**config.mk**
```make
export PLATFORM = sky130hd
export DESIGN_NAME = ir_beacon_classifier
export DESIGN_NICKNAME = d
export VERILOG_FILES = /design/src/rtl/ir_beacon_pkg.sv /design/src/rtl/ir_sample_classify.sv /design/src/rtl/ir_beacon_classifier.sv
export SDC_FILE = /design/constraint.sdc
export NUM_CORES = 1
export LEC_CHECK = 0
export ABC_CLOCK_PERIOD_IN_PS = 2350
export CAP_MARGIN = 20
export CORE_MARGIN = 2
export CORE_UTILIZATION = 53
export CTS_CLUSTER_DIAMETER = 50
export DETAILED_ROUTE_END_ITERATION = 8
export PLACE_DENSITY = 0.82
export SKIP_CTS_REPAIR_TIMING = 1
export SLEW_MARGIN = 20
export SYNTH_ARGS = -nofsm -noshare
export SYNTH_HDL_FRONTEND = slang
export SYNTH_SLANG_ARGS = --single-unit
```
**constraint.sdc**
```tcl
create_clock -name clk -period 2.35 [get_ports clk]
set_input_delay 0.3525 -clock clk [delete_from_list [all_inputs] [get_ports clk]]
set_output_delay 0.3525 -clock clk [all_outputs]
set_load 0.05 [all_outputs]
```
**src/rtl/ir_beacon_pkg.sv**
```systemverilog
// Shared types for the IR beacon classifier: class encodings, debounce FSM
// states and the confirm/drop counter width helper.
package ir_beacon_pkg;

    typedef enum logic [1:0] {
        CLS_NONE = 2'b00,
        CLS_LO   = 2'b01,
        CLS_HI   = 2'b10
    } cls_e;

    typedef enum logic [1:0] {
        ST_SEARCH  = 2'd0,
        ST_CONFIRM = 2'd1,
        ST_LOCKED  = 2'd2,
        ST_HOLD    = 2'd3
    } state_e;

    function automatic int cnt_width(input int confirm_n, input int drop_n);
        int m;
        m = (confirm_n > drop_n) ? confirm_n : drop_n;
        return $clog2(m + 1);
    endfunction

endpackage

```
**src/rtl/ir_sample_classify.sv**
```systemverilog
// Window timer, capture of the upstream edge count once per window and band
// classification of the captured value.
module ir_sample_classify
    import ir_beacon_pkg::*;
#(
    parameter int unsigned WINDOW_CYCLES = 100000000,
    parameter int unsigned SAMPLE_OFFSET = 50000000,
    parameter int unsigned LO_MIN        = 80,
    parameter int unsigned LO_MAX        = 120,
    parameter int unsigned HI_MIN        = 400,
    parameter int unsigned HI_MAX        = 600
) (
    input  logic       clk,
    input  logic       rst_n,
    input  logic [9:0] b_in,
    output cls_e       sample_cls,
    output logic       sample_vld
);

    localparam int WIN_W = (WINDOW_CYCLES > 1) ? $clog2(WINDOW_CYCLES) : 1;
    localparam logic [WIN_W-1:0] WIN_LAST = WIN_W'(WINDOW_CYCLES - 1);
    // Down-counter value v corresponds to window phase WINDOW_CYCLES-1-v.
    localparam logic [WIN_W-1:0] CAP_AT   = WIN_W'(WINDOW_CYCLES - 1 - SAMPLE_OFFSET);
    localparam logic [9:0] LO_MIN_V = 10'(LO_MIN);
    localparam logic [9:0] LO_MAX_V = 10'(LO_MAX);
    localparam logic [9:0] HI_MIN_V = 10'(HI_MIN);
    localparam logic [9:0] HI_MAX_V = 10'(HI_MAX);

    logic [WIN_W-1:0] win_q, win_d;
    logic [9:0]       cap_q, cap_d;
    logic             vld_q, vld_d;

    always_comb begin
        win_d = (win_q == '0) ? WIN_LAST : win_q - 1'b1;
        vld_d = (win_q == CAP_AT);
        cap_d = vld_d ? b_in : cap_q;
    end

    always_ff @(posedge clk or negedge rst_n) begin
        if (!rst_n) begin
            win_q <= WIN_LAST;
            cap_q <= '0;
            vld_q <= 1'b0;
        end else begin
            win_q <= win_d;
            cap_q <= cap_d;
            vld_q <= vld_d;
        end
    end

    // All-ones means the upstream counter overflowed, never a valid beacon.
    always_comb begin
        sample_cls = CLS_NONE;
        if (cap_q != 10'h3FF) begin
            if (cap_q >= LO_MIN_V && cap_q <= LO_MAX_V) begin
                sample_cls = CLS_LO;
            end else if (cap_q >= HI_MIN_V && cap_q <= HI_MAX_V) begin
                sample_cls = CLS_HI;
            end
        end
    end

    assign sample_vld = vld_q;

endmodule

```
**src/rtl/ir_beacon_classifier.sv**
```systemverilog
// IR beacon classifier: samples the edge count once per window and debounces
// the band class with confirm/drop counting.
//   state   | meaning
//   SEARCH  | no beacon, waiting for a non-NONE sample
//   CONFIRM | candidate seen, counting consecutive matches
//   LOCKED  | beacon class published
//   HOLD    | locked but recent samples disagree, counting misses
module ir_beacon_classifier
    import ir_beacon_pkg::*;
#(
    parameter int unsigned WINDOW_CYCLES = 100000000,
    parameter int unsigned SAMPLE_OFFSET = 50000000,
    parameter int unsigned LO_MIN        = 80,
    parameter int unsigned LO_MAX        = 120,
    parameter int unsigned HI_MIN        = 400,
    parameter int unsigned HI_MAX        = 600,
    parameter int unsigned CONFIRM_N     = 3,
    parameter int unsigned DROP_N        = 2
) (
    input  logic       clk,
    input  logic       reset,
    input  logic [9:0] b_in,
    output logic [1:0] beacon_class,
    output logic       beacon_valid,
    output logic       class_change,
    output logic       sample_strobe
);

    localparam int CNT_W = cnt_width(int'(CONFIRM_N), int'(DROP_N));
    localparam logic [CNT_W-1:0] CONFIRM_V = CNT_W'(CONFIRM_N);
    localparam logic [CNT_W-1:0] DROP_V    = CNT_W'(DROP_N);
    localparam logic [CNT_W-1:0] ONE_V     = CNT_W'(1);

    if (LO_MAX >= HI_MIN) begin : g_bad_bands
        $error("ir_beacon_classifier: LO_MAX must be below HI_MIN");
    end
    if (SAMPLE_OFFSET >= WINDOW_CYCLES) begin : g_bad_offset
        $error("ir_beacon_classifier: SAMPLE_OFFSET must be below WINDOW_CYCLES");
    end
    if (CONFIRM_N < 1 || DROP_N < 1) begin : g_bad_counts
        $error("ir_beacon_classifier: CONFIRM_N and DROP_N must be at least 1");
    end

    cls_e sample_cls;
    logic sample_vld;

    ir_sample_classify #(
        .WINDOW_CYCLES (WINDOW_CYCLES),
        .SAMPLE_OFFSET (SAMPLE_OFFSET),
        .LO_MIN        (LO_MIN),
        .LO_MAX        (LO_MAX),
        .HI_MIN        (HI_MIN),
        .HI_MAX        (HI_MAX)
    ) u_sample (
        .clk        (clk),
        .rst_n      (reset),
        .b_in       (b_in),
        .sample_cls (sample_cls),
        .sample_vld (sample_vld)
    );

    state_e           state_q, state_d;
    cls_e             cand_q, cand_d;
    cls_e             out_q, out_d;
    logic [CNT_W-1:0] match_q, match_d;
    logic [CNT_W-1:0] miss_q, miss_d;
    logic             chg_q, chg_d;
    logic [CNT_W-1:0] match_inc, miss_inc;

    always_comb begin
        state_d   = state_q;
        cand_d    = cand_q;
        out_d     = out_q;
        match_d   = match_q;
        miss_d    = miss_q;
        match_inc = (match_q == '1) ? match_q : match_q + ONE_V;
        miss_inc  = (miss_q == '1) ? miss_q : miss_q + ONE_V;

        if (sample_vld) begin
            case (state_q)
                ST_SEARCH: begin
                    if (sample_cls != CLS_NONE) begin
                        cand_d  = sample_cls;
                        match_d = ONE_V;
                        if (CONFIRM_N == 1) begin
                            state_d = ST_LOCKED;
                            out_d   = sample_cls;
                        end else begin
                            state_d = ST_CONFIRM;
                        end
                    end
                end
                ST_CONFIRM: begin
                    if (sample_cls == CLS_NONE) begin
                        state_d = ST_SEARCH;
                        cand_d  = CLS_NONE;
                        match_d = '0;
                    end else if (sample_cls == cand_q) begin
                        match_d = match_inc;
                        if (match_inc >= CONFIRM_V) begin
                            state_d = ST_LOCKED;
                            out_d   = cand_q;
                        end
                    end else begin
                        cand_d  = sample_cls;
                        match_d = ONE_V;
                    end
                end
                ST_LOCKED: begin
                    if (sample_cls != out_q) begin
                        miss_d = ONE_V;
                        if (DROP_N == 1) begin
                            state_d = ST_SEARCH;
                            out_d   = CLS_NONE;
                            cand_d  = CLS_NONE;
                            match_d = '0;
                            miss_d  = '0;
                        end else begin
                            state_d = ST_HOLD;
                        end
                    end
                end
                ST_HOLD: begin
                    if (sample_cls == out_q) begin
                        miss_d  = '0;
                        state_d = ST_LOCKED;
                    end else begin
                        miss_d = miss_inc;
                        if (miss_inc >= DROP_V) begin
                            state_d = ST_SEARCH;
                            out_d   = CLS_NONE;
                            cand_d  = CLS_NONE;
                            match_d = '0;
                            miss_d  = '0;
                        end
                    end
                end
                default: state_d = ST_SEARCH;
            endcase
        end

        chg_d = (out_d != out_q);
    end

    always_ff @(posedge clk or negedge reset) begin
        if (!reset) begin
            state_q <= ST_SEARCH;
            cand_q  <= CLS_NONE;
            out_q   <= CLS_NONE;
            match_q <= '0;
            miss_q  <= '0;
            chg_q   <= 1'b0;
        end else begin
            state_q <= state_d;
            cand_q  <= cand_d;
            out_q   <= out_d;
            match_q <= match_d;
            miss_q  <= miss_d;
            chg_q   <= chg_d;
        end
    end

    assign beacon_class  = out_q;
    assign beacon_valid  = (out_q != CLS_NONE);
    assign class_change  = chg_q;
    assign sample_strobe = sample_vld;

endmodule

```
==> results of run 1 <==
-- layout by cell type (no fill, tap or decap), types with 7 or more instances in the layout --
cell / Yosys / layout
inv_1: 10 / 10
mux2_2: 12 / 12
buf_4: 1 / 22
xor2_1: 10 / 10
dfrtp_1: 30 / 28
nand3_1: 7 / 7
nand2_1: 25 / 24
nor2_1: 21 / 19
clkdlybuf4s50_1: 0 / 15
nor3_1: 11 / 7
o21ai_0: 8 / 8
dfstp_2: 19 / 19
xnor2_1: 12 / 11
-- cells by family after synthesis --
logic type | after synthesis | synth area share
buf+inv | 16 | 0.0256
mux | 12 | 0.0532
xor+xnor | 22 | 0.0758
compound gates | 41 | 0.111
simple gates | 107 | 0.233
fa+ha+maj | 2 | 0.00985
flops | 49 | 0.492
-- layer usage --
layer	global-route usage	share of wire	up-vias
met3	0.0456	0.039	12
met4	0.105	0.025	0
met2	0.373	0.51	49
met1	0.261	0.43	986
li1	-	-	992
met5	0	0	-
-- area by class of cell --
cell class / instances / area, sq um / area share
clock inverter: 3 / 65.1 / 0.0206
tap: 54 / 67.6 / 0.0214
sequential: 49 / 1250 / 0.397
timing repair buffer: 40 / 350 / 0.111
inverter: 10 / 37.5 / 0.0119
multi-input combinational: 184 / 1310 / 0.416
clock buffer: 5 / 68.8 / 0.0218
-- registers in the layout, indices dropped and copies added (netlist names) --
name / cells
match_q: 2
beacon_class: 2
state_q: 2
u_sample.cap_q: 10
cand_q: 2
miss_q: 2
u_sample.sample_vld: 1
class_change: 1
u_sample.win_q: 27
-- how the worst max path moves through the flow --
stage | startpoint | end | slack, ns | depth (start not counted)
global route | u_sample.cap_q[0]$_DFFE_PN0P_ | cand_q[0]$_DFFE_PN0P_ | -0.01 | 7
floorplan | u_sample.win_q[9]$_DFF_PN0_ | u_sample.win_q[15]$_DFF_PN1_ | -0.008 | 7
detailed placement | u_sample.cap_q[0]$_DFFE_PN0P_ | match_q[0]$_DFFE_PN0P_ | -0.02 | 7
finish | u_sample.cap_q[9]$_DFFE_PN0P_ | match_q[1]$_DFFE_PN0P_ | 0.08 | 7
CTS | u_sample.cap_q[0]$_DFFE_PN0P_ | match_q[0]$_DFFE_PN0P_ | -0.05 | 7
global placement | u_sample.cap_q[0]$_DFFE_PN0P_ | match_q[0]$_DFFE_PN0P_ | 0.08 | 7
-- critical path: cells and delay by family, from the launching register on --
kind             cells  cell delay [ns]
flip-flops           1             0.44
XOR/XNOR             1             0.10
AND/OR/NAND/NOR      4             1.18
AO/OA/AOI/OAI        2             0.47
-- stage by stage --
stage | TNS, ns | instance area (sq um) | total power [W]
after CTS | -0.135 | 3060 | 0.00160
after floorplan | -0.00782 | 2540 | 0.000860
final | 0 | 3160 | 0.00158
after global placement | 0 | 2930 | 0.000897
after detailed placement | -0.0186 | 2930 | 0.000898
after global routing | -0.0411 | 3160 | 0.00164
-- where the power goes --
part	internal (W)	leakage, nW	total, W	switching (W)
sequential	0.000844	0.615	0.000844	0
combinational	0.0000194	0.678	0.0000378	0.0000183
clock	0.000422	0.0681	0.000694	0.000271
total	0.00129	1.36	0.00158	0.000289
==> results.ini, run 1 <==
[critical_path]
cp_cell_sequence = nand2b_1 > or4_1 > nor2_2 > xnor2_1 > a41o_1 > or3b_1 > a21oi_1
ff2ff_path_depth = 7
worstSetupEndpointType = flop
start_kind = flop
slowest_stage = dfrtp_1
crit_fanout = 4
r2r_slack_ns = 0.08
criticalPathCategory = flop to flop
r2r-end = match_q[1]$_DFFE_PN0P_
max_stage_delay_ns = 0.44
required_ns = 2.58
r2r-start = u_sample.cap_q[9]$_DFFE_PN0P_
critical_path_arrival_ns = 2.50

[synthesis]
synthCells = 249
synth_edf_count = 0
yosysTopAreaCellShare = 0.295
dominantRegCellSynth = dfrtp_1
synth_cell_type_count = 49
syn_area_sq_um = 2540
syn_nets = 263
yosysWarnings = 0
yosysSeqAreaShare = 0.492
synth_area_leaders = dfrtp_1 30%, dfstp_2 20%, mux2_2 5.3%
yosysMostFrequentCell = dfrtp_1
yosys-top-cells-count = 30 x dfrtp_1, 25 x nand2_1, 21 x nor2_1, 19 x dfstp_2
ys_ff_latch = 49
synth_top_area_cell = dfrtp_1
async_flop_share = 1.00
syn_avg_cell_area_sq_um = 10.2

[final_layout]
areaGrowthSynthToFinish_pct = 24.2
fin_util = 0.677
nets = 304
n_antenna_cell = 0
fill_cells = 353
drive_above_1_share = 0.296
final_cells = 345

[detailed_routing]
drc_errors = 0
ant_nets = 0
via_per_inst = 5.91
drt_pre_antenna_iters = 4
wire_per_inst_microns = 15.0
drtIter0Drc = 134
vias = 2039
routed_wl_microns = 5170

[grt]
grt_max_degree = 40
grt_pass1_wl_microns = 8950
grt.total_usage = 0.219
antenna_found_initial = 0
first_global_vias = 2013
overflow = 0

[worst_hold_path]
hold_path.class = primary input to async pin

[place]
dp_hpwl_microns = 3750
portBuffers = 16
dpl.cell_count = 336
place_ws_ns = -0.0186
gp_congestion = 0.941

[timing]
rsz0062_at_grt = true
final_hold_viol_count = 0
drv_slew = 0
hold_slack_ns = 0.444
final.setup_skew_ns = 0.00937
final-setup-viol-count = 0
tightest_slew_ns = 0.484
fmax_mhz = 440
finalCriticalPeriod_ns = 2.27
finalCritPeriodShare = 0.968
slew_headroom = 0.674
finalWorstSetupSlack_ns = 0.0760

[cts]
cts.path.max_buffers = 2
cts.htree.levels = 2
clk_latency_ns = 0.30
ctsRootBufferMaster = clkbuf_8
cts_tree = yes
clock-sinks = 49
clk_pin_slew_ns = 0.09
numCtsBuffers = 5

[pwr]
ir_worst_vdd_v = 0.000548
p_leak_nw = 1.36
p_per_area_nw_per_um2 = 499

[floorplan]
die_w_microns = 73.2
dieHeight_microns = 73.2
fp-row-count = 25
die_area_sq_um = 5360
core_sq_um = 4660
start_util = 0.545
num_io_pins = 17

[outcome]
outcome = complete, no violations

[job]
maxCapViolCount = 0

No activity file was read; power rests on OpenSTA's default activity.
==> run 2, diff against run 1 <==
--- a/config.mk
+++ b/config.mk
@@ -8,10 +8,10 @@
 export ABC_CLOCK_PERIOD_IN_PS = 2350
 export CAP_MARGIN = 20
 export CORE_MARGIN = 2
-export CORE_UTILIZATION = 53
+export CORE_UTILIZATION = 50
 export CTS_CLUSTER_DIAMETER = 50
 export DETAILED_ROUTE_END_ITERATION = 8
-export PLACE_DENSITY = 0.82
+export PLACE_DENSITY = 0.78
 export SKIP_CTS_REPAIR_TIMING = 1
 export SLEW_MARGIN = 20
 export SYNTH_ARGS = -nofsm -noshare
==> results.ini, run 2 (synthesized netlist as in run 1, its figures left out) <==
[cts]
cts.htree.levels = 2  ; unchanged
numCtsBuffers = 5  ; unchanged
cts.path.max_buffers = 2  ; unchanged
cts_tree = yes
clk_pin_slew_ns = 0.09  ; about the same
clk_latency_ns = 0.30  ; about the same
clock-sinks = 49  ; unchanged
ctsRootBufferMaster = clkbuf_8

[critical_path]
crit_fanout = 4  ; unchanged
ff2ff_path_depth = 7  ; unchanged
slowest_stage = or3_4
cpLargestDelayFamily = simple AND/OR/NAND/NOR gates
max_stage_delay_ns = 0.41  ; -0.03 ns
criticalPathCategory = flop to flop
cp.depth = 7  ; unchanged
start_kind = flop
r2r-end = match_q[1]$_DFFE_PN0P_
crit_path_start = u_sample.cap_q[0]$_DFFE_PN0P_
crit_end = match_q[1]$_DFFE_PN0P_
r2r_slack_ns = 0.07  ; about the same
cp_cell_sequence = or3_4 > a22o_4 > nor3_4 > xnor2_2 > a41o_1 > or3b_1 > a21oi_2
cp_num_buf_inv = 0  ; unchanged
critical_path_arrival_ns = 2.51  ; about the same
worstSetupEndpointType = flop
required_ns = 2.58  ; about the same
r2r-start = u_sample.cap_q[0]$_DFFE_PN0P_

[detailed_routing]
met1Wirelength_microns = 2310  ; +4.6%
routed_wl_microns = 5270  ; +2.0%
top_layer = met4
met3WireLength_microns = 161  ; -19%
drt_pre_antenna_iters = 4  ; unchanged
drc_errors = 0  ; unchanged
wire_per_inst_microns = 14.7  ; -2.0%
ant_nets = 0  ; unchanged
wl_met2_microns = 2690  ; +2.4%
vias = 1990  ; -2.4%
drtIter0Drc = 154  ; +15%
via_per_inst = 5.54  ; -6.2%

[timing]
slew_headroom = 0.642  ; -0.0325
rsz0062_at_grt = true
fin_tns_setup_ns = 0  ; unchanged
finalWorstSetupSlack_ns = 0.0685  ; -0.00753 ns
tightest_slew_ns = 0.538  ; +0.0533 ns
final-setup-viol-count = 0  ; unchanged
fmax_mhz = 438  ; -0.33%
final_hold_viol_count = 0  ; unchanged
finalCriticalPeriod_ns = 2.28  ; +0.00753 ns
finalCritPeriodShare = 0.971  ; +0.00320
drv_slew = 0  ; unchanged
final.setup_skew_ns = 0.0124  ; +0.00307 ns
hold_slack_ns = 0.0180  ; -0.426 ns

[grt]
grt_pass1_wl_microns = 8700  ; -2.8%
grt.total_usage = 0.202  ; -0.0164
overflow = 0  ; unchanged
first_global_vias = 1969  ; -2.2%
antenna_found_initial = 0  ; unchanged
grt_max_degree = 28  ; -30%

[pwr]
ir_worst_vdd_v = 0.000324  ; -41%
p_leak_nw = 1.36  ; -0.17%
p_per_area_nw_per_um2 = 462  ; -7.5%
p_total_w = 0.00147  ; -7.0%

[final_layout]
largest_reg_flops = 27  ; unchanged
fill_cells = 391  ; +11%
areaGrowthSynthToFinish_pct = 24.9
reg_top3 = u_sample.win_q (27), u_sample.cap_q (10)
n_antenna_cell = 0  ; unchanged
drive_above_1_share = 0.308  ; +0.0127
final_common_cell = dfrtp_1
mostFrequentLayoutCells = 27 x dfrtp_1, 25 x nand2_1, 24 x buf_4
nets = 305  ; +0.33%
regMostFlops = u_sample.win_q
fin_util = 0.659  ; -0.0181

[floorplan]
core_sq_um = 4820  ; +3.4%
die_w_microns = 75.3  ; +2.8%
dieHeight_microns = 75.3  ; +2.8%
num_io_pins = 17  ; unchanged
fp-row-count = 25  ; unchanged
die_area_sq_um = 5670  ; +5.7%
start_util = 0.528  ; -0.0177

[worst_hold_path]
hold_path.class = primary input to async pin

[place]
gp_congestion = 0.910  ; -3.3%
dp_hpwl_microns = 3780  ; +0.85%
portBuffers = 16  ; unchanged
place_ws_ns = 0.0455  ; +0.0641 ns

[job]
maxCapViolCount = 0  ; unchanged

[outcome]
outcome = complete, no violations

run 2: area by class of cell:
cell class / count / area [sq um] / share of cell area
Multi-Input combinational cell: 184 / 1340 / 0.421
Clock buffer: 6 / 72.6 / 0.0229
Clock inverter: 2 / 35.0 / 0.0110
Timing Repair Buffer: 41 / 355 / 0.112
Inverter: 10 / 37.5 / 0.0118
Sequential cell: 49 / 1250 / 0.395
Tap cell: 67 / 83.8 / 0.0264
run 2: worst min path at each step:
stage	endpoint	slack (ns)	cells after the start
5_1_grt	u_sample.cap_q[0]$_DFFE_PN0P_	0.04	1
3_5_place_dp	u_sample.cap_q[0]$_DFFE_PN0P_	0.37	1
6_report	u_sample.cap_q[1]$_DFFE_PN0P_	0.02	1
4_1_cts	u_sample.cap_q[0]$_DFFE_PN0P_	0.03	1
3_3_place_gp	u_sample.cap_q[0]$_DFFE_PN0P_	0.36	1
2_1_floorplan	beacon_class[0]$_DFF_PN0_	0.06	0
run 2: routing by layer:
metal	GRT usage	up-vias
met4	0.0604	0
met1	0.247	958
met3	0.0450	11
met2	0.357	34
li1	-	987
met5	0	-
run 2: power by group:
group	switching, W	internal, W	total (W)
Sequential	0	0.000844	0.000844
Clock	0.000269	0.000316	0.000585
Combinational	0.0000186	0.0000183	0.0000369
run 2: through the flow:
step	std cells	instance area (sq um)
after floorplan	249	2540
after global placement	349	2940
after detailed placement	349	2940
after CTS	357	3050
after global routing	359	3170
final	359	3170
==> run 3, diff against run 2 <==
--- a/config.mk
+++ b/config.mk
@@ -12,6 +12,7 @@
 export CTS_CLUSTER_DIAMETER = 50
 export DETAILED_ROUTE_END_ITERATION = 8
 export PLACE_DENSITY = 0.78
+export REMOVE_ABC_BUFFERS = 1
 export SKIP_CTS_REPAIR_TIMING = 1
 export SLEW_MARGIN = 20
 export SYNTH_ARGS = -nofsm -noshare
==> results.ini, run 3 (synthesized netlist as in run 1, its figures left out) <==
[detailed_routing]
ant_nets = 0  ; unchanged
wire_per_inst_microns = 15.2  ; +3.6%
drtIter0Drc = 123  ; -20%
via_per_inst = 5.70  ; +2.8%
drc_errors = 0  ; unchanged
routed_wl_microns = 5400  ; +2.5%
vias = 2023  ; +1.7%
drt_pre_antenna_iters = 4  ; unchanged

[floorplan]
core_sq_um = 4820  ; unchanged
start_util = 0.528  ; unchanged
fp-row-count = 25  ; unchanged
dieHeight_microns = 75.3  ; unchanged
num_io_pins = 17  ; unchanged
die_w_microns = 75.3  ; unchanged
die_area_sq_um = 5670  ; unchanged

[cts]
clk_latency_ns = 0.31  ; about the same
ctsRootBufferMaster = clkbuf_8
cts.path.max_buffers = 2  ; unchanged
clk_pin_slew_ns = 0.10  ; about the same
clock-sinks = 49  ; unchanged
cts_tree = yes
numCtsBuffers = 5  ; unchanged
cts.htree.levels = 2  ; unchanged

[critical_path]
critical_path_arrival_ns = 2.54  ; +0.03 ns
required_ns = 2.59  ; about the same
ff2ff_path_depth = 6  ; -1
r2r-start = u_sample.cap_q[7]$_DFFE_PN0P_
r2r_slack_ns = 0.05  ; about the same
r2r-end = match_q[1]$_DFFE_PN0P_
criticalPathCategory = flop to flop
start_kind = flop
worstSetupEndpointType = flop
crit_fanout = 6  ; +2

[final_layout]
largest_reg_flops = 27  ; unchanged
nets = 301  ; -1.3%
regMostFlops = u_sample.win_q
reg_top3 = u_sample.win_q (27), u_sample.cap_q (10)
final_area_sq_um = 3140  ; -1.1%
mostFrequentLayoutCells = 26 x dfrtp_1, 25 x nand2_1, 20 x buf_4
n_antenna_cell = 0  ; unchanged
fin_util = 0.652  ; -0.00701
areaGrowthSynthToFinish_pct = 23.6
seqCellArea_sq_um = 1250  ; about the same
multi_input_area_sq_um = 1320  ; -0.94%
fill_cells = 390  ; -0.26%
drive_above_1_share = 0.299  ; -0.00961
final_common_cell = dfrtp_1

[grt]
grt-busiest-layer = met2
grt.total_usage = 0.202  ; -0.000608
grt_pass1_wl_microns = 8670  ; -0.31%
use_met3 = 0.0423  ; -0.00265
grt_max_degree = 50  ; +79%
overflow = 0  ; unchanged
antenna_found_initial = 0  ; unchanged
first_global_vias = 1915  ; -2.7%
grt_util_met1 = 0.284  ; +0.0367
use_met2 = 0.305  ; -0.0522

[timing]
final-setup-viol-count = 0  ; unchanged
hold_slack_ns = 0.00297  ; -0.0151 ns
tightest_slew_ns = 0.491  ; -0.0466 ns
finalCritPeriodShare = 0.977  ; +0.00616
final_hold_viol_count = 0  ; unchanged
fin_tns_setup_ns = 0  ; unchanged
fmax_mhz = 436  ; -0.63%
final.setup_skew_ns = 0.0146  ; +0.00212 ns
drv_slew = 0  ; unchanged
slew_headroom = 0.672  ; +0.0300
finalCriticalPeriod_ns = 2.30  ; +0.0145 ns

[place]
portBuffers = 16  ; unchanged
dpl_cell_area_sq_um = 2890  ; -1.8%
gp_congestion = 0.907  ; -0.30%
dp_hpwl_microns = 3690  ; -2.5%

[job]
maxCapViolCount = 0  ; unchanged

[pwr]
ir_worst_vdd_v = 0.000350  ; +7.9%
p_per_area_nw_per_um2 = 476  ; +3.1%
p_leak_nw = 1.34  ; -1.3%

[outcome]
outcome = complete, no violations

[worst_hold_path]
hold_path.class = primary input to async pin

==> run 3: worst max path at each step <==
stage	from	endpoint	slack (ns)
after floorplan	u_sample.win_q[5]$_DFF_PN1_	u_sample.cap_q[0]$_DFFE_PN0P_	-0.48
after global routing	u_sample.cap_q[0]$_DFFE_PN0P_	match_q[1]$_DFFE_PN0P_	-0.03
after global placement	u_sample.win_q[9]$_DFF_PN0_	u_sample.win_q[15]$_DFF_PN1_	0.05
final	u_sample.cap_q[7]$_DFFE_PN0P_	match_q[1]$_DFFE_PN0P_	0.05
after detailed placement	u_sample.win_q[6]$_DFF_PN1_	u_sample.win_q[15]$_DFF_PN1_	-0.002
after CTS	u_sample.win_q[6]$_DFF_PN1_	u_sample.win_q[15]$_DFF_PN1_	-0.08
==> run 3: cell type report <==
class,instances,area share
tap,67,0.0267
clock inverter,3,0.0147
sequential,49,0.400
inverter,10,0.0120
timing repair buffer,37,0.104
multi-input combinational,184,0.422
clock buffer,5,0.0219
==> run 3: routing by layer <==
layer  wire length [microns]  share of wire  vias up
met3                     203          0.038       13
li1                        -              -      981
met2                    2610           0.48       49
met4                     131          0.024        0
met5                       0              0        -
met1                    2450           0.45      980
==> run 3: per-stage QoR <==
stage,power [W],cells,setup WS [ns]
detailed placement,0.000898,342,-0.00161
finish,0.00150,355,0.0541
floorplan,0.000860,243,-0.481
global route,0.00155,355,-0.0341
CTS,0.00152,350,-0.0812
global placement,0.000897,342,0.0499
==> run 3: critical path, stage by stage, from the launching register on <==
cell	delay (ns)
dfrtp_2	0.47
or4_1	0.59
nor2_2	0.17
xnor2_1	0.12
a41o_2	0.33
or3b_1	0.38
a21oi_1	0.17
==> run 3: power by group <==
part	internal, W	switching (W)	leakage (nW)
Sequential	0.000844	0	0.612
Clock	0.000319	0.000296	0.0543
Combinational	0.0000185	0.0000180	0.675
